[src/rtl/logic_unit_pkg.sv]
// Shared types for the logic unit: operation codes and FSM states.
// Used by logic_unit (top, handshake/FSM) and logic_unit_core (op evaluation).
package logic_unit_pkg;

    // 3-bit operation code carried on in_op
    typedef enum logic [2:0] {
        OP_BAND = 3'd0,
        OP_BOR  = 3'd1,
        OP_BXOR = 3'd2,
        OP_LAND = 3'd3,
        OP_LOR  = 3'd4,
        OP_LNOT = 3'd5,
        OP_ACC  = 3'd6,
        OP_RSVD = 3'd7
    } op_e;

    // Accumulate-burst FSM: IDLE between bursts, ACCUM while a burst is open
    typedef enum logic {
        ST_IDLE  = 1'b0,
        ST_ACCUM = 1'b1
    } state_e;

endpackage

[src/rtl/logic_unit_core.sv]
// Purely combinational operation evaluation for the logic unit.
// Bitwise ops report flag = |bits; logical ops report bits = zero-extended flag.
// For ACC, acc_first selects a&b (first beat of a burst) instead of acc&a&b.
module logic_unit_core
    import logic_unit_pkg::*;
#(
    parameter int WIDTH = 8
) (
    input  op_e              op,
    input  logic [WIDTH-1:0] a,
    input  logic [WIDTH-1:0] b,
    input  logic [WIDTH-1:0] acc,
    input  logic             acc_first,
    output logic [WIDTH-1:0] bits,
    output logic             flag
);

    logic [WIDTH-1:0] vec;
    logic             truth;
    logic             is_logical;

    // Evaluate the selected operation as either a vector or a truth value
    always_comb begin
        vec        = '0;
        truth      = 1'b0;
        is_logical = 1'b0;
        case (op)
            OP_BAND: vec = a & b;
            OP_BOR:  vec = a | b;
            OP_BXOR: vec = a ^ b;
            OP_LAND: begin
                truth      = (|a) && (|b);
                is_logical = 1'b1;
            end
            OP_LOR: begin
                truth      = (|a) || (|b);
                is_logical = 1'b1;
            end
            OP_LNOT: begin
                truth      = !(|a);
                is_logical = 1'b1;
            end
            OP_ACC:  vec = acc_first ? (a & b) : (acc & a & b);
            default: begin
                // reserved op: all-zero result
                vec = '0;
            end
        endcase
    end

    // Fold the vector/truth pair into the shared bits/flag result
    always_comb begin
        bits = '0;
        flag = 1'b0;
        if (is_logical) begin
            bits[0] = truth;
            flag    = truth;
        end else begin
            bits = vec;
            flag = |vec;
        end
    end

endmodule

[src/rtl/logic_unit.sv]
// Logic unit top: valid/ready handshake, one-cycle result register and the
// IDLE/ACCUM accumulate-burst FSM. Operation decoding lives in logic_unit_core.
// Optional feature macro: LOGIC_UNIT_CNT_EN adds the saturating xact_cnt output.
module logic_unit
    import logic_unit_pkg::*;
#(
    parameter int WIDTH = 8,
    parameter int CNT_W = 16
) (
    input  logic             clk,
    input  logic             rst_n,
    input  logic             in_valid,
    output logic             in_ready,
    input  logic [2:0]       in_op,
    input  logic [WIDTH-1:0] in_a,
    input  logic [WIDTH-1:0] in_b,
    input  logic             in_last,
    output logic             out_valid,
    input  logic             out_ready,
    output logic [WIDTH-1:0] out_bits,
    output logic             out_flag
`ifdef LOGIC_UNIT_CNT_EN
    ,
    output logic [CNT_W-1:0] xact_cnt
`endif
);

    state_e           state_reg;
    logic [WIDTH-1:0] acc_reg;
    logic             out_valid_reg;
    logic [WIDTH-1:0] out_bits_reg;
    logic             out_flag_reg;

    op_e              op;
    logic             accept;
    logic             acc_open;
    logic [WIDTH-1:0] core_bits;
    logic             core_flag;

    assign op       = op_e'(in_op);
    // A new beat may enter whenever the result slot is empty or being drained
    assign in_ready = !out_valid_reg || out_ready;
    assign accept   = in_valid && in_ready;
    // ACC beat that leaves the burst open (produces no output)
    assign acc_open = (op == OP_ACC) && !in_last;

    logic_unit_core #(
        .WIDTH (WIDTH)
    ) u_core (
        .op        (op),
        .a         (in_a),
        .b         (in_b),
        .acc       (acc_reg),
        .acc_first (state_reg == ST_IDLE),
        .bits      (core_bits),
        .flag      (core_flag)
    );

    // FSM, accumulator and registered result with output handshake
    always_ff @(posedge clk or negedge rst_n) begin
        if (!rst_n) begin
            state_reg     <= ST_IDLE;
            acc_reg       <= '1;
            out_valid_reg <= 1'b0;
            out_bits_reg  <= '0;
            out_flag_reg  <= 1'b0;
        end else if (accept) begin
            if (acc_open) begin
                // Burst continues: fold this beat into acc, no output beat.
                // Any previous result was handshaken on this same edge.
                state_reg     <= ST_ACCUM;
                acc_reg       <= core_bits;
                out_valid_reg <= 1'b0;
            end else begin
                // Closing ACC beat or any other op (which also aborts a burst)
                state_reg     <= ST_IDLE;
                acc_reg       <= '1;
                out_valid_reg <= 1'b1;
                out_bits_reg  <= core_bits;
                out_flag_reg  <= core_flag;
            end
        end else if (out_ready) begin
            out_valid_reg <= 1'b0;
        end
    end

    assign out_valid = out_valid_reg;
    assign out_bits  = out_bits_reg;
    assign out_flag  = out_flag_reg;

`ifdef LOGIC_UNIT_CNT_EN
    logic [CNT_W-1:0] cnt_reg;

    // Count completed output handshakes, saturating at all-ones
    always_ff @(posedge clk or negedge rst_n) begin
        if (!rst_n) begin
            cnt_reg <= '0;
        end else if (out_valid_reg && out_ready && (cnt_reg != '1)) begin
            cnt_reg <= cnt_reg + CNT_W'(1);
        end
    end

    assign xact_cnt = cnt_reg;
`endif

endmodule

[config.mk]
export PLATFORM = sky130hd
export DESIGN_NAME = logic_unit
export DESIGN_NICKNAME = d
export VERILOG_FILES = /design/src/rtl/logic_unit_pkg.sv /design/src/rtl/logic_unit_core.sv /design/src/rtl/logic_unit.sv
export SDC_FILE = /design/constraint.sdc
export NUM_CORES = 1
export LEC_CHECK = 0
export ABC_AREA = 1
export ABC_CLOCK_PERIOD_IN_PS = 1600
export CAP_MARGIN = 20
export CORE_AREA = 5 5 66 68
export CTS_BUF_LIST = sky130_fd_sc_hd__clkbuf_16
export CTS_CLUSTER_DIAMETER = 150
export CTS_CLUSTER_SIZE = 25
export DETAILED_ROUTE_END_ITERATION = 7
export DIE_AREA = 0 0 71 73
export DONT_BUFFER_PORTS = 1
export MAX_ROUTING_LAYER = met4
export SYNTH_ARGS = -nofsm -noshare
export SYNTH_HDL_FRONTEND = slang
export SYNTH_SLANG_ARGS = --single-unit
[constraint.sdc]
create_clock -name clk -period 1.6 [get_ports clk]
set_input_delay 0.32 -clock clk [delete_from_list [all_inputs] [get_ports clk]]
set_output_delay 0.32 -clock clk [all_outputs]
set_load 0.1 [all_outputs]
# After elaboration in Yosys (flattened, before gate mapping)
# Cells that the tools add are included.
dict set report totals {
  reg_bits 19
  elab_cells 44
}
dict set report op_classes {
  n_eq_ne 6
  muxes 12
  bitwise_logic 6
  n_reduce_logical 15
}
# cell count
set op_table {}
lappend op_table {{$pmux 8 s4} 1}
lappend op_table {{$and 8x8->8} 3}
lappend op_table {{$reduce_or 8->1} 3}
lappend op_table {{$mux 8} 2}
lappend op_table {{$eq 3x3->1 const B} 3}
lappend op_table {{$or 8x8->8} 1}
lappend op_table {{$xor 8x8->8} 1}
lappend op_table {{$mux 1} 7}
lappend op_table {{$mux 7} 1}
lappend op_table {{$eq 3x2->1 const B} 2}
lappend op_table {{$eq 3x1->1 const B} 1}
lappend op_table {{$logic_and 1x1->1} 3}
lappend op_table {{$logic_not 1->1} 3}
lappend op_table {{$logic_not 3->1} 1}
lappend op_table {{$pmux 1 s3} 1}
lappend op_table {{$reduce_or 3->1} 1}
lappend op_table {{$logic_or 1x1->1} 2}
lappend op_table {{$reduce_and 2->1} 1}
lappend op_table {{$reduce_bool 2->1} 1}
lappend op_table {{$not 1->1} 1}

# Depth between registers and ports, before layout
dict set report depth {
  depth_word 6
  mapped_depth 11
}

# Modules after synthesis
# A second synthesis with hierarchy kept.
dict set report hier_totals {
  cells_unflattened 251
  area_unflattened_um2 1671.6
}
# mod instances cells_each area_each_um2
set by_module_without_submodules {}
lappend by_module_without_submodules {logic_unit 1 94 847.1}
lappend by_module_without_submodules {logic_unit_core 1 157 824.5}

# Worst setup path after synthesis
# Ideal clock, no wire load.
dict set report synth_path {
  path_kind {register to register}
  startpoint {register out_valid_reg (netlist: out_valid)}
  endpoint {register acc_reg[0]}
  setup_time_ns 0.072
  t_arrival_ns 2.697
  setup_slack_ns -1.169
  stages_incl_launch_ff 7
  period_less_slack_ns 2.769
  cell_sequence {dfrtp_1 -> nand2_1 -> nand2_1 -> inv_1 -> or2_2 -> nand2_1 -> inv_1}
}
dict set report synth_between {
  elab_chain_len 3
}
# element line_no
set synth_lines {}
lappend synth_lines {{start, declared} logic_unit.sv:30} ;# logic out_valid_reg;
lappend synth_lines {{start signal, assigned} logic_unit.sv:64} ;# out_valid_reg <= 1'b0;
lappend synth_lines {{start signal, assigned} logic_unit.sv:73} ;# out_valid_reg <= 1'b0;
lappend synth_lines {{start signal, assigned} logic_unit.sv:78} ;# out_valid_reg <= 1'b1;
lappend synth_lines {{$logic_not 1->1} logic_unit.sv:42} ;# assign in_ready = !out_valid_reg || out_ready;
lappend synth_lines {{$logic_or 1x1->1} logic_unit.sv:42}
lappend synth_lines {{via in_ready} logic_unit.sv:13} ;# output logic in_ready,
lappend synth_lines {{$logic_and 1x1->1} logic_unit.sv:43} ;# assign accept = in_valid && in_ready;
lappend synth_lines {{end signal, assigned} logic_unit.sv:72} ;# acc_reg <= core_bits;
lappend synth_lines {{end, declared} logic_unit.sv:29} ;# logic [WIDTH-1:0] acc_reg;
# The timed path passes the listed nets, and every way through them passes these cells.
# A chain may end at the register's enable or synchronous reset.

# Worst setup path after layout
dict set report layout_path {
  startpoint {register state_reg}
  endpoint {register out_flag_reg (netlist: out_flag)}
}
dict set report layout_between {
  elab_chain_len 4
}
# element line_no
set layout_lines {}
lappend layout_lines {{start, declared} logic_unit.sv:28} ;# state_e state_reg;
lappend layout_lines {{start signal, assigned} logic_unit.sv:62} ;# state_reg <= ST_IDLE;
lappend layout_lines {{start signal, assigned} logic_unit.sv:71} ;# state_reg <= ST_ACCUM;
lappend layout_lines {{start signal, assigned} logic_unit.sv:76} ;# state_reg <= ST_IDLE;
lappend layout_lines {{$mux 8} logic_unit_core.sv:43} ;# OP_ACC: vec = acc_first ? (a & b) : (acc & a & b);
lappend layout_lines {{$pmux 8 s4} logic_unit_core.sv:27} ;# case (op)
lappend layout_lines {{$reduce_or 8->1} logic_unit_core.sv:60} ;# flag = |vec;
lappend layout_lines {{$mux 1} logic_unit_core.sv:55} ;# if (is_logical) begin
lappend layout_lines {{end signal, assigned} logic_unit.sv:80} ;# out_flag_reg <= core_flag;
lappend layout_lines {{end, declared} logic_unit.sv:32} ;# logic out_flag_reg;
# Every way passes these cells.

==> impl_metrics.toml <==
[run_status]
run_status = "completed"

[final_layout]
fin_area_um2 = 1990
num-fill-cells = 391
diodes = 0
seq_area_um2 = 490
final_util_pct = 52.5
layout-drive-gt1-share_pct = 25.5
nNetsFinal = 304
multi_input_comb_area_um2 = 997
area_delta_synth_final_pct = 23.7

[clock_network]
clk_path_buf_depth = 2
clock_latency_ns = 0.25
cts_made_buffers = 3
cts_sinks = 19
cts-root-buf = "clkbuf_16"
ctsHtreeMaxLevel = 1
clk_pin_slew_ns = 0.05
cts_tree = "yes"

[route]
antenna_left = 0
wl_mm = 4.00
drt_iter0_markers = 50
avgViaCountPerCell = 4.84
drc = 0
vias = 1514
dr.pass1.iters = 4
wire_per_inst_um = 12.8

[timing]
max_freq_ghz = 0.677
drv_slew = 0
tns_ns = 0
worstMarginPinSlew_ns = 0.854
min_period_ns = 1.48
post-route-period-util_pct = 92.3
setup-violations-final = 0
slew_headroom_pct = 42.9
fin_skew_ns = 0.00100
hold_viol_final = 0
whs_ns = 0.263

[yosys]
synth_edf_count = 0
synth_top_cell_by_area = "dfrtp_1"
synth-seq-cells = 19
syn_inst = 237
yosysWarnings = 0
avgSynthCellArea_um2 = 6.80
ys_types = 24
synth-seq-area-share_pct = 30.1
yosys_most_used_dff = "dfrtp_1"
synth_nets = 277
synth_area_um2 = 1610
synth-async-reset-ratio_pct = 100
yosys-top-cells-area = "dfrtp_1 (17%), dfstp_2 (13%), ha_1 (12%)"
yosysTopAreaCellShare_pct = 17.1

[placed_design]
io_buffers = 0
dp_hpwl_mm = 3.09
dpl_cell_area_um2 = 1810
place_congestion = 0.801

[global_routing]
grt_use_met3_pct = 3.58
grt_max_degree = 20
antenna_found_initial = 0
grt_pass1_wl_mm = 6.75
use_met2_pct = 25.8
grt_pass1_vias = 1490
use_met1_pct = 21.5
top_usage_layer = "met2"
grtUsageTotal_pct = 16.5
grt_overflow = 0

[setup_path]
r2r_end = "out_flag"
end_kind = "flop"
crit_path_start_kind = "flop"
cp_slowest_cell = "dfrtp_2"
required_ns = 1.74
path_class = "reg -> reg"
regToRegSetupSlack_ns = 0.12
crit_chain = "buf_6 -> or2_4 -> nand2_2 -> nor2_2 -> nor2_2 -> nand2_1 -> nor2_1 -> nand3_1 -> nand2_1 -> inv_1"
critPathMaxStageDelay_ns = 0.43
worstPathArrival_ns = 1.62
path_max_fanout = 6
reg2reg_depth = 10
worstReg2RegStart = "state_reg"

[min_path]
whs_path_depth = 2
hold-path-endpoint = "state_reg"
min_from = "in_valid"
hold_path.class = "in -> reg"

[floorplan]
die_area_um2 = 5180
rows = 23
coreArea_um2 = 3800
die_y_um = 73
start_util_pct = 42.4
die_width_um = 71
ios = 35

[power]
power_density_nw_per_um2 = 914
peakVddDrop_uv = 807
p_leak_nw = 0.999

[job]
maxCapViolCount = 0
-- synthesized netlist by cell type, types with 2 or more instances --
| cell type | n |
|---|---|
| nand2_1 | 53 |
| inv_2 | 2 |
| nand3_2 | 2 |
| nor3_1 | 2 |
| ha_1 | 16 |
| nand3_1 | 32 |
| o21ai_0 | 2 |
| o21ai_1 | 11 |
| or2_2 | 6 |
| dfrtp_1 | 11 |
| nor2_4 | 3 |
| inv_1 | 37 |
| dfstp_2 | 8 |
| nor2_1 | 32 |
| a21oi_1 | 4 |
| buf_6 | 2 |
| nand4_1 | 2 |
| nor2_2 | 6 |
-- through the flow --
stage                     std cells  setup WS [ns]  power (W)
after global placement          302         0.0884    0.00125
after global routing            313      -0.000599    0.00193
after detailed placement        302         0.0792    0.00126
after floorplan                 237         0.0119    0.00112
after CTS                       307         0.0603    0.00178
final                           313          0.124    0.00182
-- area by class of cell --
class,instances,area share [%]
Clock buffer,3,3.77
Clock inverter,1,0.188
Inverter,41,7.91
Multi-Input combinational cell,174,50.0
Sequential cell,19,24.6
Tap cell,50,3.14
Timing Repair Buffer,25,10.4
-- logic make-up after synthesis --
group           Yosys count  synth area share, %
fa+ha+maj                16                 12.4
compound gates           17                 5.28
simple gates            141                 40.7
buf+inv                  44                 11.5
flops                    19                 30.1
-- worst max-delay path by stage --
stage          slack (ns)  startpoint          end  cells past startpoint
5_1_grt           -0.0006   state_reg     out_flag                     11
6_report             0.12   state_reg     out_flag                     10
4_1_cts              0.06   state_reg     out_flag                      9
3_5_place_dp         0.08   state_reg     out_flag                      9
3_3_place_gp         0.09   state_reg     out_flag                      9
2_1_floorplan        0.01   out_valid  out_bits[3]                      7
-- worst max-delay path: cells and delay by family, from the launching register on --
kind	cells	cell delay, ns
flops	1	0.43
simple gates	8	0.76
buf+inv	2	0.17
-- metal layers --
layer  vias to the layer above  share of wire [%]
met3                         4                6.4
li1                        789                  -
met1                       688                 47
met2                        33                 46
met4                         0               0.95
met5                         -                  0
-- cells in the final DEF, fill, tap and decap left out, drive strengths merged --
cell type	netlist	routed
dfrtp	11	11
dfstp	8	8
clkinv	1	1
nor2	41	41
inv	40	41
o21ai	13	13
nand2	54	54
ha	16	16
nor3	2	2
nand4	2	2
and2b	1	1
or2	7	7
a21oi	4	4
buf	3	24
clkbuf	0	3
dlygate4sd3	0	1
nand3	34	34
-- where the power goes --
group / leakage, nW / internal [W] / switching, W
Combinational: 0.736 / 0.000225 / 0.000535
Sequential: 0.220 / 0.000541 / 0.0000244
Clock: 0.0423 / 0.000332 / 0.000164
-- what timing repair did --
item | CTS | global route
hold endpoints to repair | 19 | 0
buffers inserted | 0 | 6
hold buffers | 1 | 0
gates resized for setup | 0 | 15
endpoints found under the setup margin | 0 | 2
Note: power is estimated with default switching activity, not from simulation.
